<file path="src/rtl/shift_pkg.sv">
`default_nettype none
// ============================================================================
//  Module   : shift_pkg
//  Brief    : Shared mode and state encodings for param_shift_unit.
//  Revision : 1.0 - initial release
// ============================================================================
package shift_pkg;

  // Shift mode encodings, as presented on the mode input
  typedef enum logic [1:0] {
    MODE_SRA = 2'b00,
    MODE_SRL = 2'b01,
    MODE_SLL = 2'b10,
    MODE_ROR = 2'b11
  } mode_t;

  // Controller state encodings
  typedef enum logic [1:0] {
    ST_IDLE  = 2'b00,
    ST_SHIFT = 2'b01,
    ST_FIN   = 2'b10
  } state_t;

  // True for the modes that shift bits out of the LSB end and discard them
  function automatic logic is_right_shift(input mode_t m);
    return (m == MODE_SRA) || (m == MODE_SRL);
  endfunction

endpackage
`default_nettype wire

</file>
<file path="src/rtl/shift_step.sv">
`default_nettype none
// ============================================================================
//  Module   : shift_step
//  Brief    : Combinational single-bit shift/rotate of a WIDTH-bit word.
//  Revision : 1.0 - initial release
// ============================================================================
module shift_step
  import shift_pkg::*;
#(
  parameter int WIDTH = 8
) (
  input  logic [WIDTH-1:0] din,
  input  mode_t            mode,
  output logic [WIDTH-1:0] dout
);

  // Apply exactly one bit of shift in the selected mode
  always_comb begin
    dout = din;
    case (mode)
      MODE_SRA: dout = {din[WIDTH-1], din[WIDTH-1:1]};
      MODE_SRL: dout = {1'b0, din[WIDTH-1:1]};
      MODE_SLL: dout = {din[WIDTH-2:0], 1'b0};
      MODE_ROR: dout = {din[0], din[WIDTH-1:1]};
      default:  dout = din;
    endcase
  end

endmodule
`default_nettype wire

</file>
<file path="src/rtl/param_shift_unit.sv">
`default_nettype none
// ============================================================================
//  Module   : param_shift_unit
//  Brief    : Iterative one-bit-per-clock shifter (SRA/SRL/SLL/ROR) with a
//             Start/DONE handshake. Operand, mode and amount are captured on
//             Start in IDLE; DONE pulses for one cycle when the result is ready.
//  Options  : `define SHIFT_STICKY_EN adds a 'sticky' output that ORs together
//             every bit shifted out of the LSB during SRA/SRL.
//  Revision : 1.0 - initial release
// ============================================================================
module param_shift_unit
  import shift_pkg::*;
#(
  parameter int WIDTH = 8,
  parameter int AW    = $clog2(WIDTH)
) (
  input  logic             clk,
  input  logic             rst_n,
  input  logic             Start,
  input  logic [1:0]       mode,
  input  logic [AW-1:0]    amount,
  input  logic [WIDTH-1:0] din,
  output logic [WIDTH-1:0] dout,
  output logic             busy,
  output logic             DONE
`ifdef SHIFT_STICKY_EN
  ,
  output logic             sticky
`endif
);

  localparam logic [AW-1:0] c_max_amt = AW'(WIDTH - 1);
  localparam logic [AW-1:0] c_one     = AW'(1);

  state_t           r_state;
  mode_t            r_mode;
  logic [AW-1:0]    r_cnt;
  logic [WIDTH-1:0] r_dout;
  logic [AW-1:0]    w_amount;
  logic [WIDTH-1:0] w_step;

  // Only a non-power-of-two width can encode counts beyond WIDTH-1
  generate
    if ((1 << AW) > WIDTH) begin : g_clamp
      assign w_amount = (amount > c_max_amt) ? c_max_amt : amount;
    end else begin : g_no_clamp
      assign w_amount = amount;
    end
  endgenerate

  shift_step #(
    .WIDTH (WIDTH)
  ) u_step (
    .din  (r_dout),
    .mode (r_mode),
    .dout (w_step)
  );

  // Controller and datapath: capture in IDLE, one step per clock in SHIFT
  always_ff @(posedge clk or negedge rst_n) begin
    if (!rst_n) begin
      r_state <= ST_IDLE;
      r_mode  <= MODE_SRA;
      r_cnt   <= '0;
      r_dout  <= '0;
    end else begin
      case (r_state)
        ST_IDLE: begin
          if (Start) begin
            r_dout  <= din;
            r_mode  <= mode_t'(mode);
            r_cnt   <= w_amount;
            r_state <= (w_amount != '0) ? ST_SHIFT : ST_FIN;
          end
        end
        ST_SHIFT: begin
          r_dout <= w_step;
          r_cnt  <= r_cnt - c_one;
          if (r_cnt == c_one) begin
            r_state <= ST_FIN;
          end
        end
        ST_FIN: begin
          r_state <= ST_IDLE;
        end
        default: begin
          r_state <= ST_IDLE;
        end
      endcase
    end
  end

  assign dout = r_dout;
  assign busy = (r_state != ST_IDLE);
  assign DONE = (r_state == ST_FIN);

`ifdef SHIFT_STICKY_EN
  logic r_sticky;

  // Accumulate bits lost off the LSB end; cleared on each new capture
  always_ff @(posedge clk or negedge rst_n) begin
    if (!rst_n) begin
      r_sticky <= 1'b0;
    end else if ((r_state == ST_IDLE) && Start) begin
      r_sticky <= 1'b0;
    end else if ((r_state == ST_SHIFT) && is_right_shift(r_mode)) begin
      r_sticky <= r_sticky | r_dout[0];
    end
  end

  assign sticky = r_sticky;
`endif

endmodule
`default_nettype wire

</file>
<file path="config.mk">
export PLATFORM = sky130hd
export DESIGN_NAME = param_shift_unit
export DESIGN_NICKNAME = d
export VERILOG_FILES = /design/src/rtl/shift_pkg.sv /design/src/rtl/shift_step.sv /design/src/rtl/param_shift_unit.sv
export SDC_FILE = /design/constraint.sdc
export NUM_CORES = 1
export LEC_CHECK = 0
export CORE_MARGIN = 2
export CORE_UTILIZATION = 34
export DETAILED_ROUTE_END_ITERATION = 7
export PLACE_DENSITY_LB_ADDON = 0.12
export SYNTH_ARGS = -nofsm -noshare
export SYNTH_HDL_FRONTEND = slang
export SYNTH_SLANG_ARGS = --single-unit
</file>
<file path="constraint.sdc">
create_clock -name clk -period 1.4 [get_ports clk]
set_input_delay 0.35 -clock clk [delete_from_list [all_inputs] [get_ports clk]]
set_output_delay 0.35 -clock clk [all_outputs]
set_load 0.005 [all_outputs]
</file>
==> summary.txt <==
Floorplan
  – Die footprint: 0.00305 mm2
  – Initial Util: 36.0%
  – IO Pins: 26
  – Core area: 0.00248 mm2
  – Die H: approximately 55 um
  – Row cnt: 18
  – Die Span X: 55.2 um

Detailed routing
  – Vias per cell: 5.30
  – Drt wl/cell: about 15 um
  – Met3 wire length: 147 um
  – DR DRC count: 0
  – Initial drt markers: 10
  – Routed Wire Length: 2470 um
  – Wire length on met2: between 1000 and 1500 um
  – Via count: a little under 900
  – Top sig layer: met4
  – DRT Pass-1 Iters: 4
  – Wl on met1: 1120 um
  – Antenna viol nets, final: 0

Logic synthesis
  – Synth Warn #: 0
  – Cell variety after synth: 31
  – Async set or reset register ratio after synthesis: 100%
  – Syn nets: 110
  – Sequential area share after synthesis: 42.1%
  – Syn Inst Count: 92
  – Syn Std Cell Area: roughly 900 um2
  – Post-synth EDFFs: 0
  – Avg Cell Area, Syn: 9.68 um2
  – Yosys reg bits: 15
  – Commonest register cell after synthesis: dfrtp_1

Critical path
  – Reg2reg start: r_state[1]$_DFFE_PN0P_
  – Max incr delay on CP: a little over 0.4 ns
  – Worst-case reg-to-reg path depth: 5
  – RR Endpoint: r_mode[1]$_DFFE_PN0P_
  – Slowest cell on the critical path: dfrtp_1
  – CP delay by family, top: flip-flops
  – Element type at the critical path end: register
  – Buf+Inv Stages, Crit Path: 2
  – Kind of critical path: reg -> reg
  – Cell Chain, Critical Path: buf_6 > buf_6 > nand2b_4 > nor2_4 > mux2_1
  – Reg-to-reg setup timing slack: 0.03 ns
  – Most used cell, CP: buf_6
  – Worst setup SP type: register
  – Critical path required time: 1.57 ns
  – CP Data Arrival Time: 1.54 ns
  – Critical Path Fanout Max: 4

Power
  – Worst VDD drop: ~1.3 mV
  – Lkg Pwr: 0.623 nW
  – PD cells: 2050 mW/mm2

Timing
  – Pins Over Slew Limit: 0
  – Setup TNS: 0 ns
  – Final hold viol count: 0
  – Max Freq: about 730 MHz
  – Max-slew headroom: 82.7%
  – Tightest Pin Transition: about 0.26 ns
  – Final Critical Period: roughly 1.4 ns
  – Final setup fails: 0
  – RSZ-0062 raised after global routing: yes
  – Fin crit share: 97.7%
  – Worst Clk Skew: between 0.004 and 0.005 ns

GRT
  – Vias in the first global route: 842
  – First-pass GRT wire length: 3840 um
  – Global route overflow: 0
  – Largest net degree at the start of global routing: 16
  – Antenna violations before repair: 0
  – Gr usage total: 18.5%

Layout
  – Synth-to-Final Area Change: 59.1%
  – Nets: between 150 and 200
  – Layout cell share with drive strength beyond 1: 30.1%
  – Filler instances: 238
  – Ant diodes: 0
  – Final core area utilization: 57.2%
  – Final std cells w/o fill: approximately 170
  – Final Instance Area: between 0.001 and 0.0015 mm2
  – Highest-count cells in the layout ignoring fill and taps: buf_4, dfrtp_1, clkdlybuf4s50_1, nor2_1, dlygate4sd2_1
  – Commonest non-fill, non-tap cell in the layout: buf_4

Clocking
  – TritonCTS clock tree: done
  – Clk sink count: 15
  – TritonCTS buffer count: 3
  – H-Tree Depth: 1
  – Clk_lat worst skew: 0.29 ns
  – Clock Pin Slew Worst Setup and Hold Paths: roughly 0.090 ns
  – Max Buffers Root-to-Sink: 2
  – CTS Root Cell: clkbuf_4
  – Cts hold-fix bufs: 0

Place
  – DP HPWL: 1640 um
  – Placer's final routability congestion estimate: 0.793
  – Placement Cell Area: around 0.0013 mm2
  – Port Buffers: 25
  – Cells after DPL: between 150 and 200

Run
  – Max Cap Violations: 0

Outcome
  – Run status: completed

Hold path
  – Hold Path Class: in -> async
## Yosys cell counts, types with 2 or more instances
master | number | share of area, %
a221oi_1 | 7 | 6.9
inv_1 | 4 | 1.7
ha_1 | 2 | 2.8
nor2_1 | 14 | 5.9
o22ai_1 | 9 | 6.3
mux2i_1 | 7 | 7.9
mux2_1 | 2 | 2.5
nor2b_1 | 2 | 1.4
buf_2 | 2 | 1.1
clkbuf_1 | 2 | 0.84
a21oi_1 | 4 | 2.2
dfrtp_1 | 15 | 42
nand2b_1 | 4 | 2.8
## report_power, final
part,internal (mW),switching (mW)
Combinational,1.02,0.841
Clock,0.111,0.141
Sequential,0.646,0.138
Total,1.78,1.12
## flip-flops by register name, summed over array words and instances, names as in the netlist
| register | count |
|---|---|
| dout | 8 |
| r_cnt | 3 |
| r_mode | 2 |
| r_state | 2 |
## stage by stage
| step | hold slack (ns) | setup slack, ns | total power, mW |
|---|---|---|---|
| 2_1_floorplan | 0.0544 | 0.126 | 1.74 |
| 3_3_place_gp | 0.530 | -0.202 | 2.42 |
| 3_5_place_dp | 0.536 | -0.230 | 2.45 |
| 4_1_cts | 0.366 | 0.00108 | 2.68 |
| 5_1_grt | 0.378 | -0.0173 | 3.17 |
| 6_report | 0.368 | 0.0315 | 2.90 |
## metal layers
layer / track usage, % / vias up
li1: - / 434
met1: 22.2 / 419
met2: 32.5 / 24
met3: 5.65 / 2
met4: 3.66 / 0
met5: 0 / -
## worst max path at each step
stage,startpoint,end,slack [ns],cells after the start
2_1_floorplan,r_state[0]$_DFFE_PN0P_,busy,0.13,4
3_3_place_gp,Start,dout[7]$_DFFE_PN0P_,-0.20,4
3_5_place_dp,Start,dout[7]$_DFFE_PN0P_,-0.23,4
4_1_cts,r_state[1]$_DFFE_PN0P_,DONE,0.001,3
5_1_grt,r_state[1]$_DFFE_PN0P_,dout[6]$_DFFE_PN0P_,-0.02,6
6_report,r_state[1]$_DFFE_PN0P_,r_mode[1]$_DFFE_PN0P_,0.03,5
## repair_timing
item | 4_1_cts | 5_1_grt
endpoints found under the setup margin | 10 | 14
cloned | 0 | 1
buffers inserted | 3 | 1
gates resized for setup | 14 | 19
pin swaps | 0 | 2
## cell type report
class                           instances  area, um2  area share, %
Multi-Input combinational cell         65        526           37.1
Timing Repair Buffer                   47        434           30.6
Sequential cell                        15        375           26.5
Tap cell                               30       37.5           2.65
Clock buffer                            4       26.3           1.85
Inverter                                5       18.8           1.32
## cells by family (layout without fill, tap and decap cells)
family | after synthesis | count (layout) | share of synthesized area (%)
AND/OR/NAND/NOR | 25 | 25 | 13.9
AO/OA/AOI/OAI | 28 | 28 | 22.9
adder cells (fa/ha/maj) | 2 | 2 | 2.81
flip-flops | 15 | 15 | 42.1
buffers and inverters | 12 | 56 | 6.60
multiplexers | 10 | 10 | 11.7
(Power assumes the default switching activity.)
